## config.mk

```make
export PLATFORM = sky130hd
export DESIGN_NAME = stereo_frame_sequencer_flat
export DESIGN_NICKNAME = d
export VERILOG_FILES = /design/src/rtl/stereo_frame_sequencer_if.sv /design/src/rtl/stereo_frame_sequencer.sv /design/src/flat_wrapper.sv
export SDC_FILE = /design/constraint.sdc
export NUM_CORES = 1
export LEC_CHECK = 0
export CAP_MARGIN = 10
export CORE_ASPECT_RATIO = 0.5
export CORE_MARGIN = 3
export CORE_UTILIZATION = 28
export CTS_BUF_LIST = sky130_fd_sc_hd__clkbuf_16
export CTS_CLUSTER_SIZE = 40
export DETAILED_ROUTE_END_ITERATION = 8
export SYNTH_ARGS = -nofsm -noshare
export SYNTH_HDL_FRONTEND = slang
export SYNTH_SLANG_ARGS = --single-unit
```

## constraint.sdc

```tcl
create_clock -name sysclk -period 2.05 [get_ports sysclk]
set_input_delay 0.5125 -clock sysclk [delete_from_list [all_inputs] [get_ports sysclk]]
set_output_delay 0.5125 -clock sysclk [all_outputs]
set_load 0.05 [all_outputs]
```

## src/rtl/stereo_frame_sequencer_if.sv

```systemverilog
// Calc-core handshake bundle: start pulse out, busy and move result back.
interface stereo_frame_sequencer_if #(
    parameter int MOVE_W = 6
) ();

    logic              calc_start;
    logic              calc_busy;
    logic [MOVE_W-1:0] move_in;

    // Sequencer side drives the start pulse and reads busy/result
    modport master (
        output calc_start,
        input  calc_busy,
        input  move_in
    );

    // Calc core side answers the start pulse
    modport slave (
        input  calc_start,
        output calc_busy,
        output move_in
    );

endinterface

```

## src/rtl/stereo_frame_sequencer.sv

```systemverilog
// Stereo depth pipeline sequencer: gates each calc RAM to one whole camera
// frame, starts the disparity core once both frames are in, and holds the
// resulting move value for distance conversion and display.
module stereo_frame_sequencer #(
    parameter int SYNC_TIMEOUT = 2400000,
    parameter int CALC_TIMEOUT = 65535,
    parameter int SETTLE_CYC   = 4,
    parameter int MOVE_W       = 6
) (
    input  logic                     sysclk,
    input  logic                     reset,
    input  logic [1:0]               vsync,
    output logic [1:0]               capture_en,
    stereo_frame_sequencer_if.master calc,
    output logic [MOVE_W-1:0]        move_out,
    output logic                     result_valid,
    output logic [7:0]               frame_cnt,
    output logic [1:0]               err,
    output logic [2:0]               state
);

    typedef enum logic [2:0] {
        IDLE    = 3'd0,
        ARM     = 3'd1,
        CAPTURE = 3'd2,
        SETTLE  = 3'd3,
        START   = 3'd4,
        CALC    = 3'd5,
        LATCH   = 3'd6
    } state_t;

    // Last counter value before a limit is reached (counters start at 0)
    localparam logic [21:0] SYNC_LAST   = 22'(SYNC_TIMEOUT - 1);
    localparam logic [21:0] CALC_LAST   = 22'(CALC_TIMEOUT - 1);
    localparam logic [21:0] SETTLE_LAST = 22'(SETTLE_CYC - 1);

    state_t      st;
    logic [1:0]  vs_meta;
    logic [1:0]  vs_sync;
    logic [1:0]  vs_prev;
    logic [1:0]  prime_cnt;
    logic [1:0]  vs_edge;
    logic [21:0] wait_cnt;
    logic [21:0] wait_inc;
    logic [1:0]  grace_cnt;
    logic        seen_busy;

    // Two-flop synchronizer plus edge history; prime_cnt suppresses edges
    // until the chain has refilled after reset so a vsync held high across
    // reset release does not look like a new frame.
    always_ff @(posedge sysclk) begin
        if (reset) begin
            vs_meta   <= 2'b00;
            vs_sync   <= 2'b00;
            vs_prev   <= 2'b00;
            prime_cnt <= 2'd0;
        end else begin
            vs_meta <= vsync;
            vs_sync <= vs_meta;
            vs_prev <= vs_sync;
            if (prime_cnt != 2'd3) begin
                prime_cnt <= prime_cnt + 2'd1;
            end
        end
    end

    assign vs_edge  = (prime_cnt == 2'd3) ? (vs_sync & ~vs_prev) : 2'b00;
    assign wait_inc = (wait_cnt == 22'h3FFFFF) ? wait_cnt : wait_cnt + 22'd1;
    assign state    = st;

    // Main sequencer: all outputs are registered and change with the state
    always_ff @(posedge sysclk) begin
        if (reset) begin
            st              <= IDLE;
            capture_en      <= 2'b00;
            calc.calc_start <= 1'b0;
            move_out        <= '0;
            result_valid    <= 1'b0;
            frame_cnt       <= 8'd0;
            err             <= 2'b00;
            wait_cnt        <= 22'd0;
            grace_cnt       <= 2'd0;
            seen_busy       <= 1'b0;
        end else begin
            calc.calc_start <= 1'b0;
            result_valid    <= 1'b0;
            case (st)
                IDLE: begin
                    capture_en <= 2'b00;
                    wait_cnt   <= 22'd0;
                    st         <= ARM;
                end
                ARM: begin
                    if ((capture_en != 2'b00) && (wait_cnt >= SYNC_LAST)) begin
                        capture_en <= 2'b00;
                        err[0]     <= 1'b1;
                        wait_cnt   <= 22'd0;
                    end else if ((capture_en | vs_edge) == 2'b11) begin
                        capture_en <= 2'b11;
                        wait_cnt   <= 22'd0;
                        st         <= CAPTURE;
                    end else begin
                        capture_en <= capture_en | vs_edge;
                        if (capture_en != 2'b00) begin
                            wait_cnt <= wait_inc;
                        end
                    end
                end
                CAPTURE: begin
                    if ((capture_en != 2'b11) && (wait_cnt >= SYNC_LAST)) begin
                        capture_en <= 2'b00;
                        err[0]     <= 1'b1;
                        wait_cnt   <= 22'd0;
                        st         <= ARM;
                    end else if ((capture_en & ~vs_edge) == 2'b00) begin
                        capture_en <= 2'b00;
                        wait_cnt   <= 22'd0;
                        st         <= SETTLE;
                    end else begin
                        capture_en <= capture_en & ~vs_edge;
                        if (capture_en != 2'b11) begin
                            wait_cnt <= wait_inc;
                        end
                    end
                end
                SETTLE: begin
                    capture_en <= 2'b00;
                    if (wait_cnt >= SETTLE_LAST) begin
                        calc.calc_start <= 1'b1;
                        wait_cnt        <= 22'd0;
                        st              <= START;
                    end else begin
                        wait_cnt <= wait_inc;
                    end
                end
                START: begin
                    seen_busy <= 1'b0;
                    grace_cnt <= 2'd0;
                    wait_cnt  <= 22'd0;
                    st        <= CALC;
                end
                CALC: begin
                    if (calc.calc_busy) begin
                        seen_busy <= 1'b1;
                        if (wait_cnt >= CALC_LAST) begin
                            err[1]   <= 1'b1;
                            wait_cnt <= 22'd0;
                            st       <= ARM;
                        end else begin
                            wait_cnt <= wait_inc;
                        end
                    end else if (seen_busy || (grace_cnt == 2'd3)) begin
                        move_out     <= calc.move_in;
                        result_valid <= 1'b1;
                        frame_cnt    <= frame_cnt + 8'd1;
                        err          <= 2'b00;
                        wait_cnt     <= 22'd0;
                        st           <= LATCH;
                    end else begin
                        grace_cnt <= grace_cnt + 2'd1;
                    end
                end
                LATCH: begin
                    wait_cnt <= 22'd0;
                    st       <= ARM;
                end
                default: begin
                    capture_en <= 2'b00;
                    st         <= IDLE;
                end
            endcase
        end
    end

endmodule

```

## src/flat_wrapper.sv

```systemverilog
// flat-port wrapper written by rule: the top's interface ports become plain ports
module stereo_frame_sequencer_flat 
#(
    parameter int SYNC_TIMEOUT = 2400000,
    parameter int CALC_TIMEOUT = 65535,
    parameter int SETTLE_CYC   = 4,
    parameter int MOVE_W       = 6
)
  (sysclk, reset, vsync, capture_en, move_out, result_valid, frame_cnt, err, state, calc_calc_start, calc_calc_busy, calc_move_in);
  stereo_frame_sequencer_if #(.MOVE_W(MOVE_W)) calc_i ();
  input  logic sysclk;
  input  logic reset;
  input  logic [1:0] vsync;
  output logic [1:0] capture_en;
  output logic [MOVE_W-1:0] move_out;
  output logic result_valid;
  output logic [7:0] frame_cnt;
  output logic [1:0] err;
  output logic [2:0] state;
  output wire logic [$bits(calc_i.calc_start)-1:0] calc_calc_start;
  input wire logic [$bits(calc_i.calc_busy)-1:0] calc_calc_busy;
  input wire logic [$bits(calc_i.move_in)-1:0] calc_move_in;
  assign calc_calc_start = calc_i.calc_start;
  assign calc_i.calc_busy = calc_calc_busy;
  assign calc_i.move_in = calc_move_in;
  stereo_frame_sequencer #(.SYNC_TIMEOUT(SYNC_TIMEOUT), .CALC_TIMEOUT(CALC_TIMEOUT), .SETTLE_CYC(SETTLE_CYC), .MOVE_W(MOVE_W)) u_core (.sysclk(sysclk), .reset(reset), .vsync(vsync), .capture_en(capture_en), .calc(calc_i), .move_out(move_out), .result_valid(result_valid), .frame_cnt(frame_cnt), .err(err), .state(state));
endmodule
```

==> qor.csv, run 1 <==
metric,value,unit
drv_cap,0,
synth_compound_area_share,14.7,%
clockBufferDepth,2,
fin_area,4250,sq um
worst_setup_path_end_kind,flip-flop,
dpl.cell_count,574,
synth_top_family_by_area,simple AND/OR/NAND/NOR gates,
path_cells,nand4_4 -> nor4_4 -> o311ai_4 -> and2_4 -> a2111o_1 -> o21bai_4 -> buf_6 -> nor2_2,
worst_slack,-0.0985,ns
synth-simple-area-share,33.7,%
grt_pass1_wl,12900,um
row_count,25,
slowest_stage,a2111o_1,
crit_buf_inv,1,
drt_first_pass_iters,4,
fp.dieH,77.5,um
cts_tree,yes,
antenna_left,0,
period_minus_slack,2.15,ns
switching_share,28.7,%
worstSkewPairLatency,0.31,ns
p_seq_share,45.5,%
crit_fanout,6,
numPortBuffers,33,
diodes,0,
status,"complete, but fails checks",
ys_ff_latch,56,
final_cells,587,
die_x,149,um
worstSetupPathType,flip-flop to flip-flop,
cts.sinks,56,
viasPerCell,4.71,
hold_path_class,flip-flop to flip-flop,
grt_max_degree,22,
ys_types,58,
finalMaxSlewViolations,0,
ctsHoldBuffers,0,
p_per_area,598,nW/um^2
max-slew-margin-rel,54.4,%
cts_inserted_buffers,5,
rsz0062_at_grt,true,
cp_slowest_stage_delay,0.46,ns
tightest_slew,0.679,ns
core,9700,sq um
synth_fa_ha_area_share,2.19,%
antenna_found_initial,0,
yosys-mux-area-fraction,0.350,%
synthesis.nets,354,
finalCritPeriodShare,105,%
drc,0,
cp.required,2.25,ns
wirelength,7670,um
fin_util,43.8,%
synth_edf_count,0,
critical_path.top_delay_family,compound AO/OA/AOI/OAI gates,
dpl_worst_slack,-0.572,ns
drtIter0Drc,260,
clkTransAtPathRegs,0.08,ns
intPower,1.81,mW
synth_cells,338,
yosys_warnings,0,
vias,2763,
p_leak,1.71,nW
final_nets,467,
yosysSeqAreaShare,39.2,%
initial_utilization,29.5,%
dieArea,11500,sq um
cts_max_level,2,
gp_congestion,0.862,
synthXorXnorAreaFrac,7.05,%
worst_ir_drop_vdd,0.000261,V
top_level_ports,34,
wl_per_cell,13.1,um
dp_hpwl,5670,um
max_freq,0.465,GHz
overflow,0,
finalClockSkew,0.0139,ns
async_flop_share,0,%
synth.avg_cell_area,8.46,sq um
cts_root_buf,clkbuf_16,
hold_viol,0,
combPwrFrac,20.4,%
placed_area,3940,sq um
grt_pass1_vias,2691,
cp.arrival,2.35,ns
cp-start-kind,flip-flop,
violations,negative setup slack,
area_delta_synth_final,48.6,%
ys.flop_type,dfxtp_1,
gr-usage-all-layers,13.6,%
switchingPower,0.729,mW
drive_gt1_share,33.2,%
finalSetupViolCount,23,
clkPwrFrac,34.1,%
synth_area,2860,sq um
==> synth_stat cells (7+ instances only) <==
| cell | instances | area (sq um) |
|---|---|---|
| or3_1 | 7 | 43.8 |
| xor2_1 | 9 | 78.8 |
| dfxtp_1 | 56 | 1120 |
| nor2_1 | 49 | 184 |
| xnor2_1 | 14 | 123 |
| nand3_1 | 9 | 45.0 |
| o21ai_0 | 11 | 55.1 |
| nor4_1 | 7 | 43.8 |
| nor2b_1 | 11 | 68.8 |
| nand4_1 | 8 | 50.1 |
| a21oi_1 | 19 | 95.1 |
| nand2_1 | 37 | 139 |
| nor3_1 | 12 | 60.1 |
==> flip-flops by register name, indices dropped and copies added (netlist names), 3 cells and up <==
register,count
u_core.move_out,6
u_core.frame_cnt,8
u_core.wait_cnt,22
u_core.state,3
==> kinds of logic (layout without fill, tap and decap cells) <==
logic type      count (synthesis)  after routing
fa+ha+maj                       5              5
compound gates                 60             60
xor+xnor                       23             23
simple gates                  178            178
flops                          56             56
buf+inv                        15            129
mux                             1              1
==> cell type report <==
type                       count  area, sq um
sequential                    56         1150
timing repair buffer         117          981
fill                         965         5450
tap                          135          169
inverter                       4         15.0
clock buffer                   5          125
multi-input combinational    267         1790
clock inverter                 3         15.0
==> routing by layer <==
| metal | vias up | track usage (%) | wire (um) |
|---|---|---|---|
| met5 | - | 0 | 0 |
| met4 | 0 | 3.01 | 75 |
| met3 | 6 | 3.79 | 317 |
| met2 | 50 | 20.5 | 3390 |
| met1 | 1286 | 19.3 | 3880 |
| li1 | 1421 | - | - |
==> power by group through the flow <==
stage / sequential, mW / combinational [mW] / clock, mW
2_1_floorplan: 1.22 / 0.236 / 0
3_3_place_gp: 1.18 / 0.467 / 0
3_5_place_dp: 1.18 / 0.468 / 0
4_1_cts: 1.16 / 0.508 / 0.888
5_1_grt: 1.16 / 0.564 / 0.954
6_report: 1.16 / 0.518 / 0.867
==> per-stage QoR <==
stage | setup TNS (ns) | total power, mW | hold slack (ns)
final | -1.69 | 2.54 | 0.452
after CTS | -0.683 | 2.55 | 0.456
after global routing | -3.80 | 2.68 | 0.471
after global placement | -9.24 | 1.64 | 0.435
after floorplan | -0.943 | 1.46 | 0.414
after detailed placement | -10.27 | 1.65 | 0.446
==> path summary, 6_finish.rpt <==
| path | slack (ns) | startpoint | cells after the start | end |
|---|---|---|---|---|
| min | 0.45 | u_core.vs_meta[0] | 1 | u_core.vs_sync[0] |
| max | -0.1 | u_core.wait_cnt[11] | 8 | u_core.wait_cnt[3] |
| max reg2reg | -0.1 | u_core.wait_cnt[11] | 8 | u_core.wait_cnt[3] |
| min reg2reg | 0.45 | u_core.vs_meta[0] | 1 | u_core.vs_sync[0] |
==> placed cells by master (no fill, tap or decap), types with 2 or more instances in the layout <==
master           instances
nand3b_1                 5
dfxtp_2                  6
o21a_1                   4
o21ai_1                  3
ha_4                     2
xnor2_1                 14
nor2b_1                 11
nand2_1                 37
nor4_4                   4
buf_4                   91
and2_1                   3
xor2_1                   9
or2_2                    2
a22oi_1                  3
a2bb2oi_1                2
clkdlybuf4s50_1         18
nor2_2                   6
nor3_1                  12
clkbuf_16                5
nor4_1                   7
dfxtp_4                  7
and3_1                   4
nor2_4                   2
dlymetal6s2s_1           3
nor3b_1                  2
or3_4                    2
nand2b_1                 4
ha_1                     3
buf_12                   3
dfxtp_1                 43
a21oi_1                 18
o21ai_0                  9
nand3_1                  8
nor3b_2                  2
nand4_1                  8
or3_1                    5
nand3_2                  2
nor2_1                  46
inv_1                    4
==> repair_timing <==
action                     CTS  global route
setup endpoints to repair   26            32
resized for setup           16            14
setup buffers                3             2
pin swaps                   11             4
No activity file was read; power rests on OpenSTA's default activity.
==> inputs of run 2 (changes only) <==
--- a/config.mk
+++ b/config.mk
@@ -5,6 +5,7 @@
 export SDC_FILE = /design/constraint.sdc
 export NUM_CORES = 1
 export LEC_CHECK = 0
+export ABC_AREA = 1
 export CAP_MARGIN = 10
 export CORE_ASPECT_RATIO = 0.5
 export CORE_MARGIN = 3
@@ -12,6 +13,8 @@
 export CTS_BUF_LIST = sky130_fd_sc_hd__clkbuf_16
 export CTS_CLUSTER_SIZE = 40
 export DETAILED_ROUTE_END_ITERATION = 8
+export GPL_TIMING_DRIVEN = 1
+export HOLD_SLACK_MARGIN = 0.12
 export SYNTH_ARGS = -nofsm -noshare
 export SYNTH_HDL_FRONTEND = slang
 export SYNTH_SLANG_ARGS = --single-unit
==> qor.csv, run 2 <==
metric,value,unit
path_cells,clkdlybuf4s50_1,
p_leak,1.70,nW
worstSetupPathType,flip-flop to primary output,
yosys_warnings,0,
ys_types,31,
hold_viol,0,
crit_fanout,2,
p_total,3.13,mW
drt_first_pass_iters,4,
finalCritPeriodShare,96.2,%
grt_pass1_wl,13000,um
die_x,155,um
cts_max_level,2,
antenna_left,0,
min_from,u_core.vs_meta[1],
grt_pass1_vias,2727,
cp_slowest_stage_delay,0.81,ns
synth_cells,474,
rrSetupSlack,0.23,ns
reg2regPathDepth,9,
rsz0062_at_grt,false,
hold-path-endpoint,u_core.vs_sync[1],
placed_area,3720,sq um
ys.flop_type,dfxtp_1,
cp.required,1.54,ns
worst_slack,0.0783,ns
synth.top_cell.area_share,36.2,%
fin_util,37.2,%
finalClockSkew,0.00712,ns
cp-start-kind,flip-flop,
slowest_stage,clkdlybuf4s50_1,
worst_ir_drop_vdd,0.000359,V
cp.arrival,1.46,ns
gr-usage-all-layers,12.7,%
drive_gt1_share,15.0,%
synth_area,3090,sq um
critical_path.top_delay_family,buffers and inverters,
max_freq,0.507,GHz
clkTransAtPathRegs,0.07,ns
worst_setup_path_end_kind,primary output,
synth_most_common_cell,nor2_1,
drc,0,
yosys-top-cells-area,"dfxtp_1, nor2_1, nand2_1",
cts.sinks,56,
area_delta_synth_final,26.0,%
wl_per_cell,11.1,um
period_minus_slack,1.97,ns
numPortBuffers,33,
hold_path_class,flip-flop to flip-flop,
initial_utilization,29.5,%
viasPerCell,4.39,
tightest_slew,0.500,ns
async_flop_share,0,%
grt_max_degree,21,
vias,2962,
wirelength,7500,um
cts_setup_buffers,0,
ys_ff_latch,56,
dieArea,12400,sq um
crit_buf_inv,1,
max-slew-margin-rel,66.6,%
largest_reg_flops,22,
drtIter0Drc,217,
final_cell_mix,"nor2_1, nand2_1, inv_1",
row_count,26,
clockBufferDepth,2,
top_level_ports,34,
final_nets,549,
status,"complete, no violations",
drv_cap,0,
r2r_start,u_core.state[0],
p_per_area,803,nW/um^2
synth.avg_cell_area,6.53,sq um
dp_hpwl,5800,um
yosysSeqAreaShare,36.2,%
diodes,0,
min_path_cells,2,
fin_area,3900,sq um
cts_tree,yes,
dpl_worst_slack,-0.143,ns
synth_edf_count,0,
antenna_found_initial,0,
cts_inserted_buffers,5,
finalSetupViolCount,0,
largest_registers,"u_core.wait_cnt (22), u_core.frame_cnt (8), u_core.move_out (6)",
fin_tns_setup,0,ns
core,10500,sq um
fp.dieH,80.3,um
gp_congestion,0.902,
ys_top_cells_by_count,"nor2_1, nand2_1, inv_1, dfxtp_1, nand3_1",
finalMaxSlewViolations,0,
synthesis.nets,490,
layout_commonest_cell,nor2_1,
yosys.area.top_type,dfxtp_1,
regMostFlops,u_core.wait_cnt,
overflow,0,
cts_root_buf,clkbuf_16,
r2r_end,u_core.wait_cnt[17],
worstSkewPairLatency,0.30,ns
-- run 2: logic make-up after synthesis --
kind of cell,synth area share [%]
and+or+nand+nor,40.9
buffers and inverters,9.62
DFF,36.2
AOI/OAI and AO/OA,7.84
xor gates and xnor gates,3.40
adders and majority gates,2.02
-- run 2: through the flow --
step,cells,hold slack [ns]
floorplan,474,0.388
global placement,666,0.392
detailed placement,666,0.397
CTS,674,0.408
global route,674,0.437
finish,674,0.405
-- run 2: area by class of cell --
cell class / instances / area, sq um
fill: 1115 / 6580
multi-input combinational: 348 / 1700
sequential: 56 / 1120
timing repair buffer: 62 / 529
inverter: 60 / 225
tap: 140 / 175
clock buffer: 5 / 125
clock inverter: 3 / 22.5
-- run 2: routing by layer --
layer  up-vias  GRT usage (%)  routed length (um)
li1       1610              -                   -
met1      1318           17.2                3900
met2        28           21.0                3290
met3         6           2.48                 231
met4         0           2.91                  77
met5         -              0                   0
-- run 2: repair_timing --
item                                    in CTS  in global routing
endpoints found under the hold margin        0                  0
gates resized for setup                      0                  9
endpoints found under the setup margin       0                 24
hold buffers                                 0                  0
-- run 2: worst max-delay path by stage --
stage / start / endpoint / slack [ns] / cells past startpoint
3_3_place_gp: calc_calc_busy / u_core.wait_cnt[3] / -0.09 / 11
4_1_cts: u_core.move_out[0] / move_out[0] / 0.05 / 1
6_report: u_core.move_out[0] / move_out[0] / 0.08 / 1
5_1_grt: u_core.state[0] / u_core.wait_cnt[12] / 0.006 / 9
2_1_floorplan: u_core.state[0] / u_core.wait_cnt[0] / 0.07 / 11
3_5_place_dp: calc_calc_busy / u_core.wait_cnt[3] / -0.14 / 11
-- run 2: power by group --
group / leakage, nW / total (mW) / switching (mW) / internal (mW)
logic: 1.17 / 1.02 / 0.637 / 0.387
registers: 0.454 / 1.23 / 0.0691 / 1.16
clock network: 0.0742 / 0.879 / 0.420 / 0.459
total: 1.70 / 3.13 / 1.13 / 2.00
